## config.mk

```make
export PLATFORM = sky130hd
export DESIGN_NAME = demux_1x2_buffered
export DESIGN_NICKNAME = d
export VERILOG_FILES = /design/src/rtl/demux_1x2_buffered.sv
export SDC_FILE = /design/constraint.sdc
export NUM_CORES = 1
export LEC_CHECK = 0
export CAP_MARGIN = 10
export CELL_PAD_IN_SITES_DETAIL_PLACEMENT = 0
export CELL_PAD_IN_SITES_GLOBAL_PLACEMENT = 1
export CORE_UTILIZATION = 50
export CTS_BUF_LIST = sky130_fd_sc_hd__clkbuf_4
export CTS_CLUSTER_SIZE = 40
export DETAILED_ROUTE_END_ITERATION = 10
export GPL_ROUTABILITY_DRIVEN = 0
export PLACE_DENSITY = 0.8
export SYNTH_ARGS = -nofsm -noshare
export SYNTH_HDL_FRONTEND = slang
export SYNTH_SLANG_ARGS = --single-unit
```

## constraint.sdc

```tcl
create_clock -name clk -period 3.9 [get_ports clk]
set_clock_uncertainty 0.1 [all_clocks]
set_input_delay 0.78 -clock clk [delete_from_list [all_inputs] [get_ports clk]]
set_output_delay 0.78 -clock clk [all_outputs]
set_load 0.01 [all_outputs]
```

## src/rtl/demux_1x2_buffered.sv

```systemverilog
// 1-to-2 valid/ready demultiplexer with a show-ahead FIFO per output port.
// Define DEMUX_STATS_EN to add per-port completed-pop counters (xfer1_cnt/xfer2_cnt, stats_clr).
module demux_1x2_buffered #(
   parameter int WIDTH = 32,
   parameter int DEPTH = 4,
   parameter int CW    = $clog2(DEPTH + 1)
) (
   input  logic             clk,
   input  logic             rst,
   input  logic             port_select,
   input  logic [WIDTH-1:0] data_in,
   input  logic             in_valid,
   output logic             in_ready,
   output logic [WIDTH-1:0] dat1,
   output logic             dat1_valid,
   input  logic             dat1_ready,
   output logic [WIDTH-1:0] dat2,
   output logic             dat2_valid,
   input  logic             dat2_ready,
   output logic [CW-1:0]    count1,
   output logic [CW-1:0]    count2
`ifdef DEMUX_STATS_EN
   ,
   input  logic             stats_clr,
   output logic [15:0]      xfer1_cnt,
   output logic [15:0]      xfer2_cnt
`endif
);

   localparam int AW = $clog2(DEPTH);

   logic [1:0]       push;
   logic [1:0]       pop;
   logic [1:0]       valid_out;
   logic [1:0]       out_ready;
   logic [CW-1:0]    count [2];
   logic [WIDTH-1:0] head  [2];

   assign out_ready = {dat2_ready, dat1_ready};

   // Acceptance depends only on the registered occupancy of the selected port.
   assign in_ready = port_select ? (count[1] < CW'(DEPTH)) : (count[0] < CW'(DEPTH));

   genvar gi;
   generate
      for (gi = 0; gi < 2; gi++) begin : g_port
         logic [WIDTH-1:0] mem_reg [DEPTH];
         logic [AW-1:0]    wr_ptr_reg;
         logic [AW-1:0]    rd_ptr_reg;
         logic [CW-1:0]    count_reg;
         logic [WIDTH-1:0] last_reg;

         assign push[gi]      = in_valid && in_ready && (port_select == 1'(gi));
         assign valid_out[gi] = (count_reg != '0);
         assign pop[gi]       = valid_out[gi] && out_ready[gi];
         assign count[gi]     = count_reg;
         // When empty, keep presenting the last word shown rather than a stale slot.
         assign head[gi]      = valid_out[gi] ? mem_reg[rd_ptr_reg] : last_reg;

         always_ff @(posedge clk) begin
            if (rst) begin
               for (int i = 0; i < DEPTH; i++) begin
                  mem_reg[i] <= '0;
               end
               wr_ptr_reg <= '0;
               rd_ptr_reg <= '0;
               count_reg  <= '0;
               last_reg   <= '0;
            end else begin
               if (push[gi]) begin
                  mem_reg[wr_ptr_reg] <= data_in;
                  wr_ptr_reg          <= wr_ptr_reg + 1'b1;
               end
               if (pop[gi]) begin
                  rd_ptr_reg <= rd_ptr_reg + 1'b1;
               end
               if (valid_out[gi]) begin
                  last_reg <= mem_reg[rd_ptr_reg];
               end
               case ({push[gi], pop[gi]})
                  2'b10:   count_reg <= count_reg + 1'b1;
                  2'b01:   count_reg <= count_reg - 1'b1;
                  default: count_reg <= count_reg;
               endcase
            end
         end
      end
   endgenerate

   assign dat1       = head[0];
   assign dat2       = head[1];
   assign dat1_valid = valid_out[0];
   assign dat2_valid = valid_out[1];
   assign count1     = count[0];
   assign count2     = count[1];

`ifdef DEMUX_STATS_EN
   logic [15:0] xfer_reg [2];

   generate
      for (gi = 0; gi < 2; gi++) begin : g_stats
         always_ff @(posedge clk) begin
            if (rst || stats_clr) begin
               xfer_reg[gi] <= '0;
            end else if (pop[gi]) begin
               xfer_reg[gi] <= xfer_reg[gi] + 16'd1;
            end
         end
      end
   endgenerate

   assign xfer1_cnt = xfer_reg[0];
   assign xfer2_cnt = xfer_reg[1];
`endif

endmodule

```

==> metrics.md <==
| Metric | Value |
|---|---|
| Worst hold path type | `register to register` |
| Via count of the first global-routing pass | `about 8700` |
| Logic pwr share | `between 30% and 40%` |
| Register bit count reported by yosys | `roughly 340` |
| Slowest CP cell | `or3_2` |
| DR iter-0 viols | `516` |
| Top cells by area, synth | `edfxtp_1, dfxtp_1, and2_1` |
| Die ar. | `roughly 30000 um^2` |
| Fmax | `0.271 GHz` |
| Via count | `8095` |
| Hold_buf cts | `0` |
| Top Ports | `approximately 110` |
| Largest net degree at the start of global routing | `50` |
| Total Nets Final | `between 1000 and 1500` |
| Initial antenna violation count | `4` |
| Die width | `~170 um` |
| Final Max Slew Viols | `0` |
| Drt wl/cell | `19.7 um` |
| Clock network fraction of total power | `between 20% and 30%` |
| Instance count on the critical path | `5` |
| Crit path required time | `3.02 ns` |
| Syn Nets | `between 900 and 1000` |
| Post-synth top area share | `~52%` |
| Worst EP arrival | `~2.8 ns` |
| TritonCTS Buffers | `88` |
| Setup-failing EPs final | `0` |
| Inst Count DP | `around 1400` |
| Critical Path End Type | `output pin` |
| Highest-count cells in the layout ignoring fill and taps | `and2_1, edfxtp_1, clkbuf_4, clkdlybuf4s50_1, dfxtp_1` |
| Bufs on Longest Clock Path | `3` |
| Port Buffers | `110` |
| Critical path class | `register to output pin` |
| Status | `finished clean` |
| Sequential Power Share | `between 30% and 40%` |
| CP startpoint kind | `register` |
| Simple-Gate Fraction of Synth Area | `15.6%` |
| Peak per-stage delay on the critical path | `0.49 ns` |
| Skew-Pair Late Insertion Delay | `~0.7 ns` |
| Post-synthesis compound-gate area fraction | `less than 1%` |
| Synth unique cells | `39` |
| Mux cell area share after synthesis | `between 10% and 20%` |
| Max cap viols | `0` |
| Switch Pwr | `roughly 3200 uW` |
| Relative slew slack | `around a third` |
| R2R cell count | `7` |
| Clk root buf | `clkbuf_4` |
| Sequential share of the synthesized area | `a little under two thirds` |
| Hold path cells | `2` |
| Hold slack final | `0.433 ns` |
| Drt total wl | `30800 um` |
| Worst-path maximum fanout | `33` |
| Synth warn | `0` |
| Pwr per Cell Area | `approximately 660 nW/um^2` |
| Period utilization | `between 90% and 100%` |
| GRT Total Usage | `between 20% and 30%` |
| Final Critical Period | `around 3.7 ns` |
| Synth-to-Final Area Change | `18.8%` |
| Remaining Overflow, GRT | `0` |
| First-pass GRT wire length | `48600 um` |
| Synth area leader | `edfxtp_1` |
| DRT antenna net count | `0` |
| LEAKAGE | `roughly 0.0065 uW` |
| XOR/XNOR share of the synthesized area | `less than 1%` |
| Non-Filler Instances | `~1600` |
| Max FFs per register | `between 200 and 300` |
| CTS Sinks | `~340` |
| Buf/Inv on CP | `3` |
| Main combinational cell family by area after synthesis | `multiplexers` |
| Final hold vios | `0` |
| DRT Pass-1 Iters | `4` |
| Residual DRC | `0` |
| RSZ-0062 raised after global routing | `no` |
| Setup TNS | `0 ns` |
| Dpl hpwl | `17700 um` |
| Critical Path, Cell by Cell | `buf_4, or3_2, buf_6, mux2_4, clkdlybuf4s50_1` |
| Die H | `between 150 and 200 um` |
| Worst vdd ir | `around 0.37 mV` |
| Synthesized-area fraction occupied by adder cells | `less than 1%` |
| Switching part of the total | `between 20% and 30%` |
| Actual slew at the worst max-slew pin | `approximately 1 ns` |
| Internal | `around 8300 uW` |
| Vias/cell | `between 5 and 6` |
| Syn Area/Cell | `15.8 um^2` |
| Fraction of layout cells with a size suffix above 1 | `between 20% and 30%` |
| H-Tree Depth | `3` |
| CORE AREA | `about 29000 um^2` |
| Clock slew at reported path FFs | `0.06 ns` |
| CTS tree | `done` |
| Post-synthesis cell count | `926` |
| FP Rows | `62` |
| Post-Syn Area | `between 10000 and 15000 um^2` |
| Family with the most delay on the worst path | `buffers and inverters` |
| Starting Density | `between 50% and 60%` |
what timing repair did:
action                                  4_1_cts  5_1_grt
gates resized for setup                       1        2
setup buffers                                 2        0
endpoints found under the setup margin       21       12
endpoints found under the hold margin         0        0
pin swaps                                     1        0
stage by stage:
step	cell area [um^2]	setup WS [ns]	power (uW)	util [%]
2_1_floorplan	14700	0.883	7060	-
5_1_grt	17400	0.0888	12100	60.5
4_1_cts	17400	0.0425	11600	60.5
3_5_place_dp	16200	0.552	8400	56.2
6_report	17400	0.206	11500	60.5
3_3_place_gp	16200	0.606	8360	56.2
path summary, 6_finish.rpt:
kind         slack, ns                    start                      end
min               0.43  g_port[1].rd_ptr_reg[0]  g_port[1].rd_ptr_reg[0]
max               0.21                count1[2]                 dat1[20]
min reg2reg       0.43  g_port[1].rd_ptr_reg[0]  g_port[1].rd_ptr_reg[0]
max reg2reg       1.53                count2[2]                count2[2]
cell usage after synthesis:
cell type	number
o31ai_1	2
nor4_2	1
nor4b_2	1
nor4_4	3
and2_1	256
o21ai_0	2
nand4b_1	1
xor2_1	9
or2_2	2
nand3b_1	2
buf_6	16
mux2i_1	1
and4bb_2	1
a31o_2	1
dfxtp_1	82
nor3b_1	1
nor2b_1	62
nand2b_1	1
a21o_1	2
or3b_4	1
nor2_1	18
o21bai_1	3
buf_2	2
fa_1	2
edfxtp_1	256
buf_1	7
mux2_2	8
clkbuf_2	2
clkbuf_1	31
a21oi_1	4
mux4_2	64
mux2_4	56
ha_1	2
inv_1	12
or3_1	4
nor2b_4	2
nor3_2	1
o311ai_0	2
xnor2_1	3
per-layer routing:
metal | vias to the layer above | GRT usage [%] | part of all wire [%]
met5 | - | 0 | 0
met4 | 0 | 8.00 | 2.1
met3 | 54 | 4.63 | 5.7
met2 | 250 | 35.2 | 49
met1 | 4065 | 28.4 | 44
li1 | 3726 | - | -
power groups by stage:
| stage | clock (uW) | sequential [uW] | combinational [uW] |
|---|---|---|---|
| after floorplan | 0 | 4510 | 2550 |
| after global routing | 3460 | 4550 | 4080 |
| after CTS | 3270 | 4510 | 3870 |
| after detailed placement | 0 | 4580 | 3820 |
| final | 3180 | 4510 | 3810 |
| after global placement | 0 | 4560 | 3790 |
worst min-delay path: cells and delay by family, from the launching register on:
family | cells | cell delay [ns]
XOR/XNOR | 1 | 0.09
flip-flops | 1 | 0.34
AND/OR/NAND/NOR | 1 | 0.07
kinds of logic after synthesis:
logic type / Yosys count
fa+ha+maj: 4
simple gates: 357
flops: 338
xor+xnor: 12
compound gates: 16
mux: 129
buf+inv: 70
area by class of cell:
cell class                 count  area, um^2
inverter                      12        45.0
tap                          384         480
antenna                        2        5.00
sequential                   338        9330
multi-input combinational    518        5000
timing repair buffer         139        1350
clock inverter                19         106
clock buffer                 146        1100
fill                        2212       11400
No activity file was read; power rests on OpenSTA's default activity.
